<file path="config.mk">
export PLATFORM = sky130hd
export DESIGN_NAME = switch_allocator
export DESIGN_NICKNAME = d
export VERILOG_FILES = /design/src/rtl/switch_allocator.sv
export SDC_FILE = /design/constraint.sdc
export NUM_CORES = 1
export LEC_CHECK = 0
export BUFFER_PORTS_ARGS = -buffer_cell sky130_fd_sc_hd__buf_2
export CAP_MARGIN = 20
export CORE_ASPECT_RATIO = 2
export CORE_MARGIN = 4
export CORE_UTILIZATION = 38
export DETAILED_ROUTE_END_ITERATION = 10
export GPL_TIMING_DRIVEN = 0
export PLACE_DENSITY_LB_ADDON = 0.3
export SYNTH_ARGS = -nofsm -noshare
export SYNTH_HDL_FRONTEND = slang
export SYNTH_SLANG_ARGS = --single-unit
</file>
<file path="constraint.sdc">
create_clock -name clk -period 5.75 [get_ports clk]
set_clock_uncertainty 0.2 [all_clocks]
set_input_delay 1.15 -clock clk [delete_from_list [all_inputs] [get_ports clk]]
set_output_delay 1.15 -clock clk [all_outputs]
set_load 0.01 [all_outputs]
</file>
<file path="src/rtl/switch_allocator.sv">
// Per-output wormhole switch allocator for a 5-port mesh router.
// Each output arbitrates round-robin among requesting inputs, locks to the
// winning input until its tail flit passes, and gates every grant on
// downstream credit. Grants are combinational; all state is registered.
module switch_allocator #(
  parameter int unsigned NPORTS    = 5,
  parameter int unsigned BUF_DEPTH = 4,
  parameter int unsigned CW        = 3
) (
  input  logic                   clk,
  input  logic                   rst,
  input  logic [NPORTS-1:0]      req_valid_i,
  input  logic [3*NPORTS-1:0]    req_dest_i,
  input  logic [NPORTS-1:0]      req_tail_i,
  input  logic [NPORTS-1:0]      credit_inc_i,
  output logic [NPORTS-1:0]      grant_o,
  output logic [NPORTS-1:0]      out_valid_o,
  output logic [3*NPORTS-1:0]    out_sel_o,
  output logic [CW*NPORTS-1:0]   credit_cnt_o,
  output logic                   credit_err_o
);

  typedef enum logic {StIdle, StLocked} state_e;

  state_e        state_q  [NPORTS];
  logic [2:0]    owner_q  [NPORTS];
  logic [2:0]    rr_ptr_q [NPORTS];
  logic [CW-1:0] credit_q [NPORTS];
  logic          err_q;

  logic [2:0]        dest    [NPORTS];
  logic [2:0]        winner  [NPORTS];
  logic [NPORTS-1:0] granted;

  // Unpack the per-input destination fields.
  always_comb begin
    for (int i = 0; i < NPORTS; i++) begin
      dest[i] = req_dest_i[3*i +: 3];
    end
  end

  // Per-output arbitration: locked outputs serve only their owner, idle
  // outputs search round-robin from rr_ptr. No credit means no grant.
  always_comb begin
    int idx;
    granted = '0;
    idx     = 0;
    for (int o = 0; o < NPORTS; o++) begin
      winner[o] = 3'd0;
      if (credit_q[o] != '0) begin
        if (state_q[o] == StLocked) begin
          if (req_valid_i[owner_q[o]] && (dest[owner_q[o]] == 3'(o))) begin
            granted[o] = 1'b1;
            winner[o]  = owner_q[o];
          end
        end else begin
          for (int k = 0; k < NPORTS; k++) begin
            idx = int'(rr_ptr_q[o]) + k;
            if (idx >= int'(NPORTS)) idx = idx - int'(NPORTS);
            if (!granted[o] && req_valid_i[idx] && (dest[idx] == 3'(o))) begin
              granted[o] = 1'b1;
              winner[o]  = 3'(idx);
            end
          end
        end
      end
    end
  end

  // Drive crossbar select, output valid and input pops; all silent in reset.
  always_comb begin
    grant_o     = '0;
    out_valid_o = '0;
    out_sel_o   = '0;
    if (!rst) begin
      for (int o = 0; o < NPORTS; o++) begin
        out_valid_o[o] = granted[o];
        if (granted[o]) out_sel_o[3*o +: 3] = winner[o];
        for (int i = 0; i < NPORTS; i++) begin
          if (granted[o] && (winner[o] == 3'(i))) grant_o[i] = 1'b1;
        end
      end
    end
  end

  // Pack credit counters and the sticky error flag.
  always_comb begin
    for (int o = 0; o < NPORTS; o++) begin
      credit_cnt_o[CW*o +: CW] = credit_q[o];
    end
    credit_err_o = err_q;
  end

  // Lock FSM, round-robin pointer and credit counter per output.
  always_ff @(posedge clk) begin
    if (rst) begin
      for (int o = 0; o < NPORTS; o++) begin
        state_q[o]  <= StIdle;
        owner_q[o]  <= 3'd0;
        rr_ptr_q[o] <= 3'd0;
        credit_q[o] <= CW'(BUF_DEPTH);
      end
      err_q <= 1'b0;
    end else begin
      for (int o = 0; o < NPORTS; o++) begin
        if (granted[o]) begin
          if (state_q[o] == StIdle) begin
            rr_ptr_q[o] <= (winner[o] == 3'(NPORTS - 1)) ? 3'd0 : winner[o] + 3'd1;
            // A head flit that is also a tail leaves the output free.
            if (!req_tail_i[winner[o]]) begin
              state_q[o] <= StLocked;
              owner_q[o] <= winner[o];
            end
          end else if (req_tail_i[winner[o]]) begin
            state_q[o] <= StIdle;
          end
        end

        if (granted[o] && !credit_inc_i[o]) begin
          credit_q[o] <= credit_q[o] - CW'(1);
        end else if (!granted[o] && credit_inc_i[o]) begin
          if (credit_q[o] == CW'(BUF_DEPTH)) begin
            err_q <= 1'b1;
          end else begin
            credit_q[o] <= credit_q[o] + CW'(1);
          end
        end
      end
    end
  end

endmodule

</file>
==> impl_metrics.toml, run 1 <==
[sta]
hold_violations = 0
tightest_slew_ns = 0.770
drv_slew = 0
slew_headroom = 0.483
grt_setup_unrepaired = "yes"
setup_viol = 5
min_period_ns = 5.84
setup_ws_ns = -0.0863
max_freq_ghz = 0.171
period_share = 1.02

[placed_design]
gp_congestion = 0.939
placed_area_sq_um = 11000
io_buffers = 67
dp_hpwl_mm = 30.2

[drt]
wl_per_cell_um = 22.3
vias_per_cell = 6.31
drt-initial-drc-count = 858
wl_mm = 41.1
vias = 11600
final_antenna_net_count = 0
drc = 0
first_pass_iters = 6

[logic_synthesis]
synth-edff-count = 49
synth_ff_type = "edfxtp_1"
async_flop_share = 0
yosysSeqAreaShare = 0.148
synth_cell_types = 119
synth_area_leader_cell = "edfxtp_1"
avgSynthCellArea_sq_um = 7.95
synth_seq_cells = 51
yosysTopAreaCellShare = 0.144
synth.area.top_cells = "edfxtp_1 (14%), ha_1 (11%), mux2i_1 (5.8%)"
netlist_instances = 1287
syn-cell-area_sq_um = 10200
ys.warnings.count = 0
synth.net_count = 1409

[job]
cap_violations = 0

[worst_setup_path]
worst_path_largest_cell_delay_ns = 0.50
slowest_stage = "nor4bb_4"
critPathLaunchType = "input pin"
crit_arrival_ns = 4.49
cp-end-kind = "output port"
r2r_cells = 22
path_class = "input pin to output port"
path_common_cell = "buf_2"
path_max_fanout = 9
worstPathCellList = "buf_2, nor4bb_4, and4_1, o21ai_0, a41oi_2, nor2_4, nand2_1, nor3_2, a31o_2, o21ai_4, inv_2, ha_4, a222oi_1, a21oi_1, buf_2"
crit_required_ns = 4.40

[hold_path]
holdPathStages = 2
hp-class = "flop to flop"

[global_route]
grt_max_degree = 16
grt_pass1_wl_mm = 60.8
antenna_found_initial = 1
track_usage = 0.260
grt_pass1_vias = 11500
grt_overflow = 0

[clock_network]
clock_latency_ns = 0.30
root_buffer = "clkbuf_16"
clkTransAtPathRegs_ns = 0.08
cts_buffer_depth = 2
cts.htree.levels = 2
numCtsBuffers = 5
cts_tree = "yes"
cts.sink_count = 51

[final_layout]
most-common-layout-cells = "buf_4 (143), nor2_1 (124), nand2_1 (87)"
register_area_sq_um = 1510
fillCellCount = 2414
drive_above_1_share = 0.359
postLayoutCoreUtil = 0.524
stdcell_area_sq_um = 13800
syn_to_final_growth_pct = 35.2
multi_input_area_sq_um = 9610
final_nets = 1615
layout_commonest_cell = "buf_4"

[floorplan]
fp.dieW_um = 124
rows = 84
core_sq_um = 26400
dieArea_sq_um = 29800
fp.dieH_um = 240
ios = 73
start_util = 0.388

[outcome]
outcome = "finished, violations left"
violations = "setup timing"
-- registers in the layout, summed over array words and instances (netlist names) --
register and count:
credit_q 15, rr_ptr_q 15, state_q 5, credit_err_o 1, owner_q 15
-- synthesized netlist by cell type (22+ instances only) --
cell	instances
a21o_1	22
a21oi_1	76
a31oi_1	22
buf_2	28
edfxtp_1	49
ha_1	86
inv_1	71
mux2i_1	59
nand2_1	93
nand2b_1	36
nand3_1	33
nor2_1	127
nor2b_1	23
nor3_1	48
o21ai_0	47
-- metal layers --
metal,vias to the layer above,GRT usage,part of all wire
li1,5323,-,-
met1,5547,0.254,0.34
met2,511,0.485,0.53
met3,217,0.0210,0.043
met4,0,0.208,0.096
met5,-,0,0
-- metrics by stage --
| stage | hold slack (ns) | cells | setup slack, ns | TNS [ns] |
|---|---|---|---|---|
| CTS | 0.357 | 1786 | -0.0113 | -0.0113 |
| floorplan | 0.353 | 1287 | 0.140 | 0 |
| global route | 0.386 | 1839 | -0.166 | -0.779 |
| detailed placement | 0.342 | 1699 | -0.924 | -14.67 |
| finish | 0.355 | 1839 | -0.0863 | -0.274 |
| global placement | 0.327 | 1698 | -0.903 | -13.42 |
-- cell type report --
class | count | area share
inverter | 76 | 0.0247
tap | 344 | 0.0311
clock buffer | 6 | 0.00932
clock inverter | 2 | 0.00434
sequential | 51 | 0.109
antenna | 1 | 0.000181
multi-input combinational | 1107 | 0.694
buffer | 49 | 0.0259
timing repair buffer | 203 | 0.101
-- worst max-delay path: cells and delay by family --
kind	cells	cell delay [ns]
AND/OR/NAND/NOR	5	1.09
adder cells (fa/ha/maj)	1	0.18
AO/OA/AOI/OAI	6	1.50
buffers and inverters	3	0.57
-- path summary, 6_finish.rpt --
| path | from | endpoint | slack [ns] |
|---|---|---|---|
| worst max-delay path | req_dest_i[6] | grant_o[1] | -0.09 |
| worst min-delay path | credit_err_o$_SDFF_PP0_ | credit_err_o$_SDFF_PP0_ | 0.36 |
| worst max register to register | rr_ptr_q[0][0]$_SDFFCE_PP0P_ | owner_q[0][4]$_SDFFCE_PP0P_ | 0.28 |
| worst min register to register | credit_err_o$_SDFF_PP0_ | credit_err_o$_SDFF_PP0_ | 0.36 |
-- what timing repair did --
item	in CTS	in global routing
cloned	1	0
hold buffers	0	0
setup endpoints to repair	66	8
pin swaps	54	68
setup buffers	82	52
gates resized for setup	187	167
-- logic make-up (layout without fill, tap and decap cells) --
| logic type | Yosys count | after routing | synth area share |
|---|---|---|---|
| AO/OA/AOI/OAI | 391 | 392 | 0.289 |
| AND/OR/NAND/NOR | 524 | 524 | 0.289 |
| other | 0 | 1 | 0 |
| XOR/XNOR | 28 | 28 | 0.0269 |
| multiplexers | 73 | 73 | 0.0798 |
| adder cells (fa/ha/maj) | 90 | 90 | 0.113 |
| flip-flops | 51 | 51 | 0.148 |
| buffers and inverters | 130 | 336 | 0.0543 |
Power of run 1 is not shown: default switching activity piles up to over one toggle a cycle in this logic, so the estimate is an artifact.
==> inputs of run 2 (changes only) <==
--- a/config.mk
+++ b/config.mk
@@ -13,6 +13,7 @@
 export DETAILED_ROUTE_END_ITERATION = 10
 export GPL_TIMING_DRIVEN = 0
 export PLACE_DENSITY_LB_ADDON = 0.3
+export REMOVE_ABC_BUFFERS = 1
 export SYNTH_ARGS = -nofsm -noshare
 export SYNTH_HDL_FRONTEND = slang
 export SYNTH_SLANG_ARGS = --single-unit
==> run 2 against run 1 <==
The flow still finishes with violations (setup timing); maximum frequency decreased by 0.47%; core utilization decreased by 2.9 points; worst hold slack got worse by 0.013 ns; routed wire length decreased by 4.3%; via count decreased by 2.5%; critical path depth increased by 3; global-route usage decreased by 0.46 points; sequential share of layout area increased by 0.63 points; non-clock buffer count decreased by 50; die area unchanged; register-to-register slack about the same; critical path type is now flop to output port.
==> impl_metrics.toml, run 2 (same netlist as run 1, synthesis figures left out) <==
[floorplan]
ios = 73
rows = 84
start_util = 0.388
core_sq_um = 26400
fp.dieH_um = 240
fp.dieW_um = 124
dieArea_sq_um = 29800

[drt]
wl_per_cell_um = 22.0
wl_mm = 39.3
drc = 0
drt-initial-drc-count = 713
first_pass_iters = 6
vias_per_cell = 6.33
final_antenna_net_count = 0
vias = 11300

[clock_network]
cts.htree.levels = 2
cts_tree = "yes"
postCtsHoldBufs = 0
root_buffer = "clkbuf_16"
clock_latency_ns = 0.30
clkTransAtPathRegs_ns = 0.07
numCtsBuffers = 5
cts_buffer_depth = 2
cts.sink_count = 51

[global_route]
grt_max_degree = 24
track_usage = 0.256
grt_pass1_vias = 11300
grt_overflow = 0
antenna_found_initial = 0
grt_pass1_wl_mm = 59.7

[hold_path]
hp-class = "flop to flop"

[worst_setup_path]
path_max_fanout = 5
critPathLaunchType = "flop"
worstPathCellList = "inv_4, buf_4, ha_4, nand2b_4, a31o_1, a2111oi_2, o21ai_1, a2111o_1, and3_1, nand4_1, o221ai_4, nand2_2, inv_1, ha_1, ha_1, a222oi_1, a21oi_1, buf_2"
cp-end-kind = "output port"
crit_arrival_ns = 4.51
path_class = "flop to output port"
slowest_stage = "edfxtp_1"
crit_required_ns = 4.40
worst_path_largest_cell_delay_ns = 0.47
path_common_cell = "ha_1"

[placed_design]
dp_hpwl_mm = 27.8
io_buffers = 72
dp_cells = 1650
placed_area_sq_um = 10800
gp_congestion = 0.963

[final_layout]
drive_above_1_share = 0.319
final_nets = 1564
stdcell_count = 1787
stdcell_area_sq_um = 13100
layout_commonest_cell = "buf_4"
largestRegisters = "credit_q (15), owner_q (15), rr_ptr_q (15)"
most-common-layout-cells = "buf_4 (131), nor2_1 (122), nand2_1 (88)"
syn_to_final_growth_pct = 27.8
fillCellCount = 2516
diodes = 0

[sta]
period_share = 1.02
tns_ns = -0.307
setup_viol = 5
setup_ws_ns = -0.114
grt_setup_unrepaired = "yes"
min_period_ns = 5.86
tightest_slew_ns = 0.935
hold_violations = 0
drv_slew = 0
finalHoldWorstSlack_ns = 0.343
max_freq_ghz = 0.171
slew_headroom = 0.375

[job]
cap_violations = 0

[outcome]
violations = "setup timing"
outcome = "finished, violations left"
run 2: changes by cell type in the layout (fill, tap and decap cells not counted), moves of 5 or more:
cell / change
buf_2: -15
buf_4: -12
buf_6: -8
clkbuf_1: -7
clkbuf_2: -6
ha_2: +7
ha_4: -7
inv_1: +6
o22ai_2: -5
run 2: worst max-delay path, delay by kind of cell (launching register included):
kind	cells	cell delay [ns]
buffers and inverters	4	0.49
flip-flops	1	0.47
AND/OR/NAND/NOR	4	0.63
adder cells (fa/ha/maj)	3	0.69
AO/OA/AOI/OAI	7	1.91
run 2: area by class of cell:
class / instances / area [sq um] / share of cell area
multi-input combinational: 1106 / 9220 / 0.705
sequential: 51 / 1510 / 0.116
timing repair buffer: 202 / 1430 / 0.110
tap: 344 / 430 / 0.0329
inverter: 76 / 314 / 0.0240
clock buffer: 6 / 129 / 0.00986
clock inverter: 2 / 37.5 / 0.00287
run 2: stage by stage:
step,worst slack (ns),util
6_report,-0.114,0.495
5_1_grt,-0.218,0.495
4_1_cts,-0.0303,0.467
3_5_place_dp,-1.12,0.408
3_3_place_gp,-1.07,0.407
2_1_floorplan,-0.0119,-
run 2: metal layers:
metal  global-route usage  share of wire
met2                0.467           0.51
met1                0.255           0.33
met4                0.210           0.10
met3               0.0219          0.049
met5                    0              0
run 2: timing repair:
action	CTS	global route
setup endpoints to repair	86	5
pin swaps	39	51
setup buffers	95	33
gates resized for setup	149	101
run 2: path summary, 6_finish.rpt:
kind	from	endpoint	slack, ns	cells after the start
worst min register to register	credit_err_o$_SDFF_PP0_	credit_err_o$_SDFF_PP0_	0.34	2
worst max-delay path	rr_ptr_q[0][10]$_SDFFCE_PP0P_	grant_o[3]	-0.11	18
worst min-delay path	credit_err_o$_SDFF_PP0_	credit_err_o$_SDFF_PP0_	0.34	2
worst max register to register	rr_ptr_q[0][4]$_SDFFCE_PP0P_	state_q[2]$_SDFFCE_PP0P_	0.28	18
Power of run 2 is left out for the same reason.
==> inputs of run 3 (changes only) <==
--- a/config.mk
+++ b/config.mk
@@ -13,6 +13,7 @@
 export DETAILED_ROUTE_END_ITERATION = 10
 export GPL_TIMING_DRIVEN = 0
 export PLACE_DENSITY_LB_ADDON = 0.3
+export RECOVER_POWER = 25
 export REMOVE_ABC_BUFFERS = 1
 export SYNTH_ARGS = -nofsm -noshare
 export SYNTH_HDL_FRONTEND = slang
==> run 3 against run 2 <==
The run still ends with setup timing left; final cell count stayed put; global-route usage did not move; core utilization shrank 0.090 points; first-iteration DRC count increased by 1.3%; cell area decreased by 0.18%; non-clock buffer count stayed put; count of clock-buffer cells in the layout is the same; worst setup slack improved by 0.00073 ns; worst hold slack better by 0.0036 ns; routed wire length about the same; critical path depth is 1 higher; critical path type unchanged.
==> impl_metrics.toml, run 3 (same netlist as run 1, synthesis figures left out) <==
[outcome]
outcome = "finished, violations left"
violations = "setup timing"

[drt]
drt-initial-drc-count = 722
vias = 11300
vias_per_cell = 6.33
wl_mm = 39.3
wl_per_cell_um = 22.0
final_antenna_net_count = 0
drc = 0
first_pass_iters = 5

[placed_design]
dp_hpwl_mm = 27.8
gp_congestion = 0.963
io_buffers = 72

[clock_network]
clock_latency_ns = 0.30
root_buffer = "clkbuf_16"
cts.htree.levels = 2
clkTransAtPathRegs_ns = 0.07
numCtsBuffers = 5
cts_buffer_depth = 2
cts_tree = "yes"
cts.sink_count = 51
postCtsHoldBufs = 0

[final_layout]
drive_above_1_share = 0.307
diodes = 0
layout_commonest_cell = "buf_4"
fillCellCount = 2529
most-common-layout-cells = "buf_4 (131), nor2_1 (122), nand2_1 (88)"
final_nets = 1564
postLayoutCoreUtil = 0.495
syn_to_final_growth_pct = 27.6
largestRegisters = "credit_q (15), owner_q (15), rr_ptr_q (15)"

[sta]
grt_setup_unrepaired = "yes"
setup_ws_ns = -0.113
max_freq_ghz = 0.171
period_share = 1.02
tightest_slew_ns = 0.922
min_period_ns = 5.86
drv_slew = 0
finalHoldWorstSlack_ns = 0.346
setup_viol = 5
slew_headroom = 0.384
hold_violations = 0

[global_route]
grt_overflow = 0
grt_max_degree = 24
antenna_found_initial = 0
track_usage = 0.256
grt_pass1_wl_mm = 59.7
grt_pass1_vias = 11300

[job]
cap_violations = 0

[worst_setup_path]
critPathLaunchType = "flop"
crit_arrival_ns = 4.51
cp-end-kind = "output port"
crit_required_ns = 4.40
path_class = "flop to output port"
r2r-start = "rr_ptr_q[0][4]$_SDFFCE_PP0P_"
cp-startpoint = "rr_ptr_q[0][4]$_SDFFCE_PP0P_"
path_max_fanout = 5

[hold_path]
hp-class = "flop to flop"
min_from = "credit_err_o$_SDFF_PP0_"

[floorplan]
core_sq_um = 26400
fp.dieH_um = 240
ios = 73
fp.dieW_um = 124
start_util = 0.388
dieArea_sq_um = 29800
rows = 84
run 3: path summary, 6_finish.rpt:
| path | cells after the start | slack [ns] | end |
|---|---|---|---|
| max reg2reg | 18 | 0.28 | state_q[2]$_SDFFCE_PP0P_ |
| min | 2 | 0.35 | credit_err_o$_SDFF_PP0_ |
| max | 19 | -0.11 | grant_o[3] |
| min reg2reg | 2 | 0.35 | credit_err_o$_SDFF_PP0_ |
run 3: timing repair:
action / in CTS / in global routing
setup endpoints to repair: 86 / 5
pin swaps: 39 / 51
hold endpoints to repair: 0 / 0
resized for setup: 149 / 101
setup buffers: 95 / 33
run 3: per-stage QoR:
step / instances / area, sq um / TNS (ns) / worst slack, ns
3_3_place_gp: 1649 / 10700 / -38.56 / -1.07
3_5_place_dp: 1650 / 10800 / -40.95 / -1.12
6_report: 1787 / 13000 / -0.310 / -0.113
5_1_grt: 1787 / 13000 / -0.993 / -0.237
4_1_cts: 1753 / 12300 / -0.0303 / -0.0303
2_1_floorplan: 1233 / 9960 / -0.0119 / -0.0119
run 3: cell type report:
cell class | instances | area [sq um] | share of cell area
inverters | 76 | 314 | 0.0241
clock inverters | 2 | 37.5 | 0.00288
flip-flops and latches | 51 | 1510 | 0.116
repair buffers | 202 | 1410 | 0.108
clock buffers | 6 | 129 | 0.00988
multi-input cells | 1106 | 9210 | 0.706
well taps | 344 | 430 | 0.0330
run 3: layer usage:
layer | track usage | share of wire | vias to the layer above
li1 | - | - | 5206
met1 | 0.255 | 0.33 | 5403
met2 | 0.467 | 0.51 | 485
met3 | 0.0219 | 0.049 | 209
met4 | 0.210 | 0.10 | 0
met5 | 0 | 0 | -
run 3: critical path, stage by stage (launching register included):
cell	delay [ns]
edfxtp_1	0.52
inv_4	0.15
ha_4	0.14
inv_2	0.04
ha_4	0.31
buf_6	0.14
a2111oi_4	0.07
or4b_4	0.54
a211oi_2	0.18
o211ai_1	0.17
a21oi_2	0.28
nor3_2	0.08
a31o_2	0.27
o21ai_4	0.21
inv_2	0.09
ha_4	0.17
ha_4	0.15
a222oi_1	0.39
a21oi_1	0.14
buf_2	0.17
Power of run 3 is left out for the same reason.
